===== config.mk =====
export PLATFORM = sky130hd
export DESIGN_NAME = imem_prog
export DESIGN_NICKNAME = d
export VERILOG_FILES = /design/src/rtl/imem_prog.sv
export SDC_FILE = /design/constraint.sdc
export NUM_CORES = 1
export LEC_CHECK = 0
export ABC_AREA = 1
export ABC_CLOCK_PERIOD_IN_PS = 1700
export CAP_MARGIN = 25
export CORE_MARGIN = 1.5
export CORE_UTILIZATION = 57
export CTS_BUF_LIST = sky130_fd_sc_hd__clkbuf_8
export DETAILED_ROUTE_END_ITERATION = 16
export GPL_ROUTABILITY_DRIVEN = 0
export PLACE_DENSITY = 0.78
export SYNTH_ARGS = -nofsm -noshare
export SYNTH_HDL_FRONTEND = slang
export SYNTH_SLANG_ARGS = --single-unit
export TNS_END_PERCENT = 20

===== constraint.sdc =====
create_clock -name clock -period 1.7 [get_ports clock]
set_input_delay 0.17 -clock clock [delete_from_list [all_inputs] [get_ports clock]]
set_output_delay 0.17 -clock clock [all_outputs]
set_load 0.01 [all_outputs]

===== src/rtl/imem_prog.sv =====
// Programmable instruction memory. It serves registered single-cycle fetches and
// accepts run-time loading through a streaming program port (IDLE/LOAD FSM).
module imem_prog #(
  parameter int WORD_W = 8,
  parameter int OP_W   = 3,
  parameter int ADDR_W = WORD_W - OP_W,
  parameter int DEPTH  = 2**ADDR_W
) (
  input  logic              clock,
  input  logic              reset,
  input  logic              if_req,
  input  logic [ADDR_W-1:0] if_addr,
  output logic              if_ready,
  output logic              if_valid,
  output logic [WORD_W-1:0] if_data,
  input  logic              prog_start,
  input  logic [ADDR_W-1:0] prog_base,
  input  logic              prog_valid,
  input  logic [WORD_W-1:0] prog_data,
  input  logic              prog_last,
  output logic              prog_busy,
  output logic              prog_done,
  output logic [ADDR_W:0]   prog_count,
  output logic              prog_wrap
);

  typedef enum logic {IDLE, LOAD} state_t;

  localparam logic [ADDR_W:0]   DEPTH_C   = (ADDR_W+1)'(DEPTH);
  localparam logic [ADDR_W-1:0] LAST_ADDR = ADDR_W'(DEPTH - 1);

  state_t            state;
  logic [ADDR_W-1:0] ptr;
  logic [WORD_W-1:0] mem [DEPTH];

  logic fetch;
  logic fetch_in_range;
  logic ptr_in_range;

  // A fetch is refused while loading or when a load starts this cycle.
  assign if_ready       = (state == IDLE) && !prog_start;
  assign fetch          = if_req && if_ready;
  assign fetch_in_range = {1'b0, if_addr} < DEPTH_C;
  assign ptr_in_range   = {1'b0, ptr} < DEPTH_C;
  assign prog_busy      = (state == LOAD);

  always_ff @(posedge clock) begin
    if (reset) begin
      state      <= IDLE;
      ptr        <= '0;
      if_valid   <= 1'b0;
      if_data    <= '0;
      prog_done  <= 1'b0;
      prog_count <= '0;
      prog_wrap  <= 1'b0;
      // NOTE: the memory is cleared on reset, so it is built from flops, not a RAM macro.
      for (int i = 0; i < DEPTH; i++) mem[i] <= '0;
    end else begin
      prog_done <= 1'b0;
      if_valid  <= fetch;
      if (fetch) if_data <= fetch_in_range ? mem[if_addr] : '0;

      case (state)
        IDLE: begin
          if (prog_start) begin
            state      <= LOAD;
            ptr        <= prog_base;
            prog_count <= '0;
            prog_wrap  <= 1'b0;
          end
        end
        LOAD: begin
          if (prog_valid) begin
            if (ptr_in_range) mem[ptr] <= prog_data;
            if (ptr == LAST_ADDR) begin
              ptr       <= '0;
              prog_wrap <= 1'b1;
            end else begin
              ptr <= ptr + 1'b1;
            end
            if (prog_count != DEPTH_C) prog_count <= prog_count + 1'b1;
            if (prog_last) begin
              state     <= IDLE;
              prog_done <= 1'b1;
            end
          end
        end
        default: state <= IDLE;
      endcase
    end
  end

endmodule


Word level (Yosys, flattened, before mapping)
Memories as Yosys holds them, arrays and structs flattened. A register that Yosys moved wholly into a read port is not among the register bits. Index checks and enable logic that the tools add are counted.

Register bits: 15. Bits in writable memories: 256. Input port bits: 24. Output and inout port bits: 19. Word-level logic and storage cells: 51. Memories kept: 1.

$add $sub $neg: 2. Eq/ne operators: 6. Multiplexer cells: 26. Bitwise gates (word level): 2. Reductions and logical operators: 8.

Memory list: mem (depth 32, bits a word 8, rd ports 1, clocked after Yosys merged registers in 1, wr ports 32, RTL line 34) `logic [WORD_W-1:0] mem [DEPTH];`.

Operators with widths (number): $mux 5 (4); $mux 6 (3); $mux 1 (14); $pmux 6 s2 (1); $pmux 5 s2 (1); $mux 8 (1); $reduce_or 8->1 (1); $add 6x1->6 const B (1); $ne 6x6->1 const B (1); $reduce_and 3->1 (2); $add 5x1->5 const B (1); $eq 5x5->1 const B (1); $ne 2x1->1 const B (2); $ne 2x2->1 const B (2); $pmux 1 s2 (2); $reduce_or 3->1 (1); $logic_and 1x1->1 (2); $not 1->1 (2); $reduce_and 2->1 (1); $logic_not 1->1 (1).

Longest topological paths before layout
Gate-level depths: netlist (run 1).

Word-level depth: 6. Gate-level depth with buffers: 11.

Least setup slack after synthesis (run 1)
OpenSTA, ideal clock, no wires.

Path type: register -> register. Start: reg state (netlist: prog_busy). End: mem mem[0][0] (enable). Data arrival time: 1.502 ns. Path slack: -0.131 ns. Stages on the path, launching flop included: 8. Period minus slack after synthesis: 1.831 ns. Cell sequence: dfxtp_1 buf_2 nand2_1 inv_1 nand2_2 nor2_4 nand2_2 nand2_1.

RTL lines: start: declaration (RTL line 32) `state_t state;`; start signal: assignment (RTL line 49) `state <= IDLE;`; start signal: assignment (RTL line 66) `state <= LOAD;`; start signal: assignment (RTL line 83) `state <= IDLE;`; end: declaration (RTL line 34).

Worst setup path after layout (run 1)
Start: reg prog_count[5]. End: out prog_count[5].

RTL lines: start: declaration (RTL line 23) `output logic [ADDR_W:0] prog_count,`; start signal: assignment (RTL line 81) `if (prog_count != DEPTH_C) prog_count <= prog_count + 1'b1;`.

No word-level cell between the ends.

==> results.sh, run 1 <==
export IMPL_crit_family="buffers and inverters"
export IMPL_critPathLaunchType="register"
export IMPL_overflow=0
export IMPL_avgSynthCellArea_um2=9.46
export IMPL_met1_usage=0.373
export IMPL_h_tree_depth=2
export IMPL_synth_main_ff_cell="edfxtp_1"
export IMPL_synth_edf_count=256
export IMPL_arrival_ns=1.47
export IMPL_ant_nets=0
export IMPL_synth_seq_cells=279
export IMPL_nFillCells=1602
export IMPL_pre_cts_ws_ns=-0.0433
export IMPL_grt_pass1_wl_um=51700
export IMPL_path_buf_inv=1
export IMPL_cp_slowest_cell="clkdlybuf4s50_1"
export IMPL_r2r_setup_slack_ns=0.08
export IMPL_path_clk_slew_ns=0.06
export IMPL_synth_area_um2=12800
export IMPL_dp_cells=1675
export IMPL_max_freq_ghz=0.609
export IMPL_setup_ws_ns=0.0589
export IMPL_critPathMaxFanout=4
export IMPL_slew_headroom=0.677
export IMPL_antenna_found_initial=0
export IMPL_synth_top_area_share=0.601
export IMPL_core_um2=21900
export IMPL_finalMaxSlewViolations=0
export IMPL_wl_per_cell_um=18.8
export IMPL_ir_drop_mv=0.554
export IMPL_synth_commonest_cells="nand2_1, nor2_1, edfxtp_1"
export IMPL_crit_chain="clkdlybuf4s50_1"
export IMPL_worstMarginPinSlew_ns=0.484
export IMPL_cts_buffer_depth=3
export IMPL_syn_inst=1352
export IMPL_drt_pass1_iterations=6
export IMPL_cp_num_cells=1
export IMPL_grtUsageMet2=0.484
export IMPL_critPathLaunch="prog_count[5]$_SDFFE_PP0P_"
export IMPL_r2r_end="ptr[2]$_SDFFE_PP0P_"
export IMPL_hold_class="in -> reg"
export IMPL_final_util=0.695
export IMPL_start_util=0.584
export IMPL_syn_num_nets=1383
export IMPL_holdWs_ns=0.225
export IMPL_clock_latency_ns=0.54
export IMPL_seq_area_frac_synth=0.637
export IMPL_nNetsFinal=1472
export IMPL_routed_wl_um=32900
export IMPL_ios=43
export IMPL_ys_warn_count=0
export IMPL_drc=0
export IMPL_cts_hold_buf=0
export IMPL_dr_first_iter_drc_count=1103
export IMPL_final_cell_count_no_fill=1752
export IMPL_dr_total_vias=9989
export IMPL_cp_slowest_stage_delay_ns=0.56
export IMPL_clock_skew_ns=0.0159
export IMPL_die_area_um2=23300
export IMPL_cap_violations=0
export IMPL_setup_viol=0
export IMPL_viasPerCell=5.70
export IMPL_grt_max_degree=73
export IMPL_async_reset_ff_frac=0
export IMPL_busiest_layer="met2"
export IMPL_port_buffers=42
export IMPL_row_count=54
export IMPL_period_needed_ns=1.64
export IMPL_cts_num_sinks=279
export IMPL_pwr_density_cell_nw_per_um2=940
export IMPL_cts_tree="done"
export IMPL_clockRootBuffer="clkbuf_8"
export IMPL_hold_path_depth=3
export IMPL_area_growth_pct=18.9
export IMPL_cp_endpoint="prog_count[5]"
export IMPL_worstPathRequired_ns=1.53
export IMPL_grt_use_total=0.286
export IMPL_critPathCaptureType="primary output"
export IMPL_drive_above_1_share=0.157
export IMPL_yosysMostFrequentCell="nand2_1"
export IMPL_status="completed"
export IMPL_timing_final_crit_share=0.965
export IMPL_rr_worst_depth=8
export IMPL_synth_distinct_cells=24
export IMPL_path_class="reg -> out"
export IMPL_grtUsageMet3=0.0401
export IMPL_die_width_um=153
export IMPL_die_height_um=153
export IMPL_r2r_start="ptr[0]$_SDFFE_PP0P_"
export IMPL_yosys_area_top_type="edfxtp_1"
export IMPL_numCtsBuffers=43
export IMPL_dp_final_hpwl_um=20800
export IMPL_grt_pass1_vias=9804
export IMPL_n_antenna_cell=0
export IMPL_power_leakage_nw=6.28
export IMPL_finalHoldViolations=0
export IMPL_totalPowerFinal_mw=14.3
export IMPL_yosys_top_cells_area="edfxtp_1, nand2_1, nand3_1"
[metal layers]
metal,vias to the layer above,routed length [um]
met4,0,1150
li1,4698,-
met3,94,2910
met5,-,0
met2,531,16100
met1,4666,12800
[cell families (layout without fill, tap and decap cells)]
group	after synthesis	after routing	share of synthesized area
simple gates	908	908	0.301
flops	279	279	0.637
compound gates	39	39	0.0168
buf+inv	119	239	0.0385
fa+ha+maj	7	7	0.00685
[stage by stage]
step | setup TNS [ns] | instance area (um^2)
2_1_floorplan | 0 | 13100
3_3_place_gp | -0.0221 | 14400
3_5_place_dp | -3.46 | 14400
4_1_cts | 0 | 15200
5_1_grt | -0.0259 | 15200
6_report | 0 | 15200
[layout by cell type, fill, tap and decap left out, types with 2 or more instances in the layout]
cell	Yosys	final
nor2_4	4	4
clkbuf_8	0	46
dlygate4sd2_1	0	2
edfxtp_1	256	256
nand3_1	214	214
buf_4	0	62
nor2_2	1	3
clkinv_1	0	13
nand2_1	378	345
nor3_2	7	7
inv_1	32	44
a21oi_1	14	14
nor2_1	266	264
a211oi_1	2	2
clkdlybuf4s50_1	0	37
buf_12	0	24
nor3_1	2	2
inv_2	4	4
a31oi_1	2	2
clkinv_2	0	3
dfxtp_2	0	3
nand2_4	0	41
o21ai_0	17	16
ha_1	7	6
nand2_2	35	27
dfxtp_1	23	19
[worst min-delay path: stages]
cell	delay, ns
clkdlybuf4s50_1	0.43
inv_1	0.07
nor2_1	0.04
[state kept, by name, indices dropped and copies added (netlist names)]
| signal | flops |
|---|---|
| prog_done | 1 |
| mem | 256 |
| if_data | 8 |
| prog_busy | 1 |
| ptr | 5 |
| prog_wrap | 1 |
| prog_count | 6 |
| if_valid | 1 |
[repair_timing]
action / in CTS / in global routing
hold endpoints to repair: 0 / 0
setup endpoints to repair: 2 / 3
buffers inserted: 0 / 1
pin swaps: 0 / 1
resized for setup: 3 / 11
[where the power goes]
part           total (mW)  internal, mW  switching (mW)
clock                4.98          2.49            2.50
combinational        1.49         0.494           0.992
sequential           7.81          7.72          0.0940
[how the worst min path moves through the flow]
stage,start,to
after floorplan,prog_last,prog_busy$_SDFF_PP0_
after global placement,prog_wrap$_SDFFE_PP0P_,prog_wrap$_SDFFE_PP0P_
after detailed placement,prog_wrap$_SDFFE_PP0P_,prog_wrap$_SDFFE_PP0P_
after CTS,prog_base[1],ptr[1]$_SDFFE_PP0P_
after global routing,if_req,if_valid$_SDFF_PP0_
final,prog_last,prog_done$_SDFF_PP0_
[final cells by class]
class	count	area (um^2)	share of cell area
sequential	279	8160	0.536
multi-input combinational	954	4450	0.293
timing repair buffer	127	1350	0.0889
clock buffer	46	633	0.0416
tap	280	350	0.0230
inverter	36	138	0.00905
clock inverter	30	123	0.00807
No activity file was read; power rests on OpenSTA's default activity.
==> run 2: changes to the inputs <==
--- a/config.mk
+++ b/config.mk
@@ -6,14 +6,15 @@
 export NUM_CORES = 1
 export LEC_CHECK = 0
 export ABC_AREA = 1
-export ABC_CLOCK_PERIOD_IN_PS = 1700
+export ABC_CLOCK_PERIOD_IN_PS = 1900
 export CAP_MARGIN = 25
 export CORE_MARGIN = 1.5
-export CORE_UTILIZATION = 57
+export CORE_UTILIZATION = 61
 export CTS_BUF_LIST = sky130_fd_sc_hd__clkbuf_8
 export DETAILED_ROUTE_END_ITERATION = 16
 export GPL_ROUTABILITY_DRIVEN = 0
-export PLACE_DENSITY = 0.78
+export PLACE_DENSITY = 0.76
+export SKIP_CTS_REPAIR_TIMING = 1
 export SYNTH_ARGS = -nofsm -noshare
 export SYNTH_HDL_FRONTEND = slang
 export SYNTH_SLANG_ARGS = --single-unit
==> constraint.sdc (replaced) <==
create_clock -name clock -period 1.9 [get_ports clock]
set_input_delay 0.19 -clock clock [delete_from_list [all_inputs] [get_ports clock]]
set_output_delay 0.19 -clock clock [all_outputs]
set_load 0.01 [all_outputs]
==> run 2 against run 1 <==
- combinational power down 12%
- setup slack gained 0.058 ns
- worst hold slack worse by 0.012 ns
- critical endpoint is now prog_busy
- cell area down 0.70%
- sequential power decreased by 10%
- highest routed layer unchanged
==> results.sh, run 2 (synthesized netlist as in run 1, its figures left out) <==
export IMPL_path_clk_slew_ns=0.06
export IMPL_nNetsFinal=1489
export IMPL_viasPerCell=5.71
export IMPL_ios=43
export IMPL_ant_nets=0
export IMPL_switching_share=0.249
export IMPL_cts_tree="done"
export IMPL_grt_pass1_vias=9627
export IMPL_p_switching_mw=3.20
export IMPL_status="completed"
export IMPL_finalHoldViolations=0
export IMPL_rsz0062_at_grt="no"
export IMPL_place_area_um2=14300
export IMPL_critPathCaptureType="primary output"
export IMPL_slew_headroom=0.653
export IMPL_critPathLaunchType="register"
export IMPL_dr_total_vias=10080
export IMPL_area_growth_pct=18.1
export IMPL_seqPwrFrac=0.545
export IMPL_final_common_cell="nand2_1"
export IMPL_die_area_um2=21800
export IMPL_ir_drop_mv=0.560
export IMPL_crit_family="buffers and inverters"
export IMPL_largest_reg_flops=256
export IMPL_p_comb_frac=0.102
export IMPL_stdcell_area_um2=15100
export IMPL_cp_slowest_stage_delay_ns=0.56
export IMPL_path_class="reg -> out"
export IMPL_routed_wl_um=32400
export IMPL_hold_class="in -> reg"
export IMPL_cp_num_cells=2
export IMPL_top_register="mem"
export IMPL_cts_num_sinks=279
export IMPL_hold_path_depth=3
export IMPL_max_freq_ghz=0.561
export IMPL_internal_power_mw=9.64
export IMPL_overflow=0
export IMPL_rr_worst_depth=8
export IMPL_worstMarginPinSlew_ns=0.520
export IMPL_core_um2=20400
export IMPL_h_tree_depth=2
export IMPL_grt_use_total=0.306
export IMPL_timing_final_crit_share=0.939
export IMPL_reg_largest_list="mem x256, if_data x8, prog_count x6"
export IMPL_critPathMaxFanout=8
export IMPL_period_needed_ns=1.78
export IMPL_drc=0
export IMPL_seqCellArea_um2=8150
export IMPL_antenna_found_initial=0
export IMPL_final_util=0.739
export IMPL_clock_latency_ns=0.54
export IMPL_cp_slowest_cell="clkdlybuf4s50_1"
export IMPL_multi_input_area_um2=4150
export IMPL_drive_above_1_share=0.139
export IMPL_start_util=0.626
export IMPL_worstPathRequired_ns=1.71
export IMPL_cts_buffer_depth=3
export IMPL_path_buf_inv=2
export IMPL_n_antenna_cell=0
export IMPL_row_count=52
export IMPL_port_buffers=42
export IMPL_grt_pass1_wl_um=50800
export IMPL_die_height_um=148
export IMPL_p_clk_frac=0.353
export IMPL_final_cell_mix="nand2_1, nor2_1, edfxtp_1, nand3_1, buf_4"
export IMPL_drt_pass1_iterations=6
export IMPL_clockRootBuffer="clkbuf_8"
export IMPL_dp_final_hpwl_um=20500
export IMPL_nFillCells=1461
export IMPL_fin_setup_tns_ns=0
export IMPL_die_width_um=148
export IMPL_cap_violations=0
export IMPL_arrival_ns=1.59
export IMPL_grt_max_degree=97
export IMPL_dr_first_iter_drc_count=1160
export IMPL_crit_chain="buf_4, clkdlybuf4s50_1"
export IMPL_numCtsBuffers=44
export IMPL_wl_per_cell_um=18.4
export IMPL_power_leakage_nw=6.26
export IMPL_finalMaxSlewViolations=0
export IMPL_pwr_density_cell_nw_per_um2=851
export IMPL_setup_viol=0
export IMPL_clock_skew_ns=0.0197
run 2: changes by cell type in the layout (fill, tap and decap cells not counted), moves of 3 or more:
cell	delta
nand2_1	+33
buf_4	+11
dfxtp_2	-3
buf_12	+5
nand2_2	+8
nand2_4	-41
inv_1	+4
dfxtp_1	+4
run 2: tightest hold or removal path, delay by kind of cell:
family	cells	cell delay, ns
AND/OR/NAND/NOR	1	0.04
buffers and inverters	2	0.48
run 2: through the flow:
stage	hold slack (ns)	total power, mW	worst slack [ns]	cells
after detailed placement	0.475	8.41	-0.0993	1682
final	0.213	12.8	0.117	1764
after global routing	0.224	13.3	0.0179	1764
after floorplan	0.294	7.82	0.0687	1352
after global placement	0.470	8.38	-0.0498	1682
after CTS	0.190	12.9	-0.0724	1764
run 2: power groups by stage:
stage               logic, mW  clock network (mW)  registers, mW
global placement         1.27                   0           7.11
floorplan               0.718                   0           7.10
global route             1.42                4.84           7.02
finish                   1.31                4.54           7.00
CTS                      1.30                4.57           7.00
detailed placement       1.29                   0           7.12
run 2: final timing paths:
kind | from | to | slack [ns]
max reg2reg | ptr[0]$_SDFFE_PP0P_ | ptr[3]$_SDFFE_PP0P_ | 0.14
min reg2reg | prog_wrap$_SDFFE_PP0P_ | prog_wrap$_SDFFE_PP0P_ | 0.48
max | prog_busy$_SDFF_PP0_ | prog_busy | 0.12
min | prog_last | prog_done$_SDFF_PP0_ | 0.21
run 2: layout make-up:
cell class	count	share of cell area
Clock buffer	47	0.0428
Clock inverter	35	0.00937
Inverter	36	0.00903
Multi-Input combinational cell	954	0.275
Sequential cell	279	0.540
Tap cell	270	0.0224
Timing Repair Buffer	143	0.102
run 2: layer usage:
layer	GRT usage	vias to the layer above	routed length (um)
li1	-	4746	-
met1	0.419	4676	12700
met2	0.487	565	15200
met3	0.0534	93	3330
met4	0.129	0	1120
met5	0	-	0
==> run 3: changes to the inputs <==
--- a/config.mk
+++ b/config.mk
@@ -8,12 +8,13 @@
 export ABC_AREA = 1
 export ABC_CLOCK_PERIOD_IN_PS = 1900
 export CAP_MARGIN = 25
-export CORE_MARGIN = 1.5
+export CORE_MARGIN = 4
 export CORE_UTILIZATION = 61
 export CTS_BUF_LIST = sky130_fd_sc_hd__clkbuf_8
 export DETAILED_ROUTE_END_ITERATION = 16
 export GPL_ROUTABILITY_DRIVEN = 0
 export PLACE_DENSITY = 0.76
+export REMOVE_ABC_BUFFERS = 1
 export SKIP_CTS_REPAIR_TIMING = 1
 export SYNTH_ARGS = -nofsm -noshare
 export SYNTH_HDL_FRONTEND = slang
==> run 3 against run 2 <==
- sequential share of layout area shrank 0.30 points
- via count shrank 0.19%
- first-iteration DRC count shrank 8.2%
- register-to-register slack gained 0.04 ns
- power grew 0.78%
- worst hold slack gained 0.0010 ns
- critical path depth is the same
- final cell count shrank 0.23%
- clock-buffer cell count is the same
- global-route usage shrank 3.1 points
- fmax shrank 3.7%
==> results.sh, run 3 (synthesized netlist as in run 1, its figures left out) <==
export IMPL_status="completed"
export IMPL_final_cell_count_no_fill=1760
export IMPL_critPathMaxFanout=6
export IMPL_wl_met3_um=3530
export IMPL_path_clk_slew_ns=0.07
export IMPL_drt_met1_wl_um=12500
export IMPL_ant_nets=0
export IMPL_finalHoldViolations=0
export IMPL_final_cell_mix="nand2_1, nor2_1, edfxtp_1, nand3_1, buf_4"
export IMPL_drt_pass1_iterations=5
export IMPL_final_common_cell="nand2_1"
export IMPL_clock_latency_ns=0.55
export IMPL_area_growth_pct=18.7
export IMPL_ir_drop_mv=0.519
export IMPL_port_buffers=42
export IMPL_power_leakage_nw=6.31
export IMPL_cts_num_sinks=279
export IMPL_setup_ws_ns=0.0491
export IMPL_pwr_density_cell_nw_per_um2=853
export IMPL_grt_pass1_wl_um=50100
export IMPL_die_area_um2=23300
export IMPL_die_width_um=153
export IMPL_dr_wl_met2_um=15000
export IMPL_wl_per_cell_um=18.3
export IMPL_slew_headroom=0.700
export IMPL_cts_buffer_depth=3
export IMPL_dr_first_iter_drc_count=1065
export IMPL_numCtsBuffers=43
export IMPL_nFillCells=1433
export IMPL_totalPowerFinal_mw=12.9
export IMPL_setup_viol=0
export IMPL_finalMaxSlewViolations=0
export IMPL_row_count=52
export IMPL_viasPerCell=5.72
export IMPL_rsz0062_at_grt="no"
export IMPL_routed_wl_um=32200
export IMPL_nNetsFinal=1489
export IMPL_dp_cells=1683
export IMPL_worstPathRequired_ns=1.71
export IMPL_drive_above_1_share=0.140
export IMPL_period_needed_ns=1.85
export IMPL_top_register="mem"
export IMPL_ios=43
export IMPL_grt_pass1_vias=9639
export IMPL_worstMarginPinSlew_ns=0.450
export IMPL_cap_violations=0
export IMPL_cts_tree="done"
export IMPL_path_class="reg -> out"
export IMPL_antenna_found_initial=0
export IMPL_hold_class="in -> reg"
export IMPL_max_freq_ghz=0.540
export IMPL_critPathCaptureType="primary output"
export IMPL_fin_setup_tns_ns=0
export IMPL_n_antenna_cell=0
export IMPL_drc=0
export IMPL_reg_largest_list="mem x256, if_data x8, prog_count x6"
export IMPL_grt_max_degree=74
export IMPL_h_tree_depth=2
export IMPL_clockRootBuffer="clkbuf_8"
export IMPL_top_layer_used="met4"
export IMPL_clock_skew_ns=0.0247
export IMPL_dp_final_hpwl_um=20700
export IMPL_core_um2=20400
export IMPL_start_util=0.626
export IMPL_die_height_um=153
export IMPL_dr_total_vias=10061
export IMPL_overflow=0
export IMPL_timing_final_crit_share=0.974
export IMPL_pre_cts_ws_ns=-0.0407
export IMPL_largest_reg_flops=256
export IMPL_arrival_ns=1.66
export IMPL_grt_use_total=0.274
export IMPL_critPathLaunchType="register"
[run 3: per-stage QoR]
stage                     cell area (um^2)   util  hold slack (ns)
after floorplan                      12400      -            0.259
after global placement               14400  0.704            0.485
after detailed placement             14400  0.704            0.489
after CTS                            15200  0.743            0.182
after global routing                 15200  0.743            0.218
final                                15200  0.743            0.214
[run 3: report_power, final]
part / internal, mW / switching [mW]
Sequential: 6.91 / 0.0902
Combinational: 0.461 / 0.855
Clock: 2.40 / 2.23
Total: 9.77 / 3.18
[run 3: worst paths after layout]
| kind | from | slack (ns) | depth (start not counted) | to |
|---|---|---|---|---|
| worst max-delay path | prog_busy$_SDFF_PP0_ | 0.05 | 2 | prog_busy |
| worst min-delay path | prog_last | 0.21 | 3 | prog_done$_SDFF_PP0_ |
| worst max register to register | prog_busy$_SDFF_PP0_ | 0.18 | 7 | mem[3][1]$_SDFFCE_PN0P_ |
| worst min register to register | prog_count[2]$_SDFFE_PP0P_ | 0.50 | 2 | prog_count[2]$_SDFFE_PP0P_ |
[run 3: layout make-up]
type | count | area, um^2 | share of cell area
clock buffer | 47 | 647 | 0.0426
tap | 270 | 338 | 0.0223
multi-input combinational | 954 | 4150 | 0.273
timing repair buffer | 144 | 1620 | 0.107
clock inverter | 30 | 145 | 0.00956
sequential | 279 | 8150 | 0.537
inverter | 36 | 136 | 0.00898
[run 3: layer usage]
metal / GRT usage / up-vias
met4: 0.105 / 0
met2: 0.440 / 618
met3: 0.0466 / 93
li1: - / 4739
met5: 0 / -
met1: 0.381 / 4611
[run 3: worst max-delay path: stages (launching register included)]
cell and delay, ns:
dfxtp_1 0.40, buf_4 0.17, clkdlybuf4s50_1 0.55
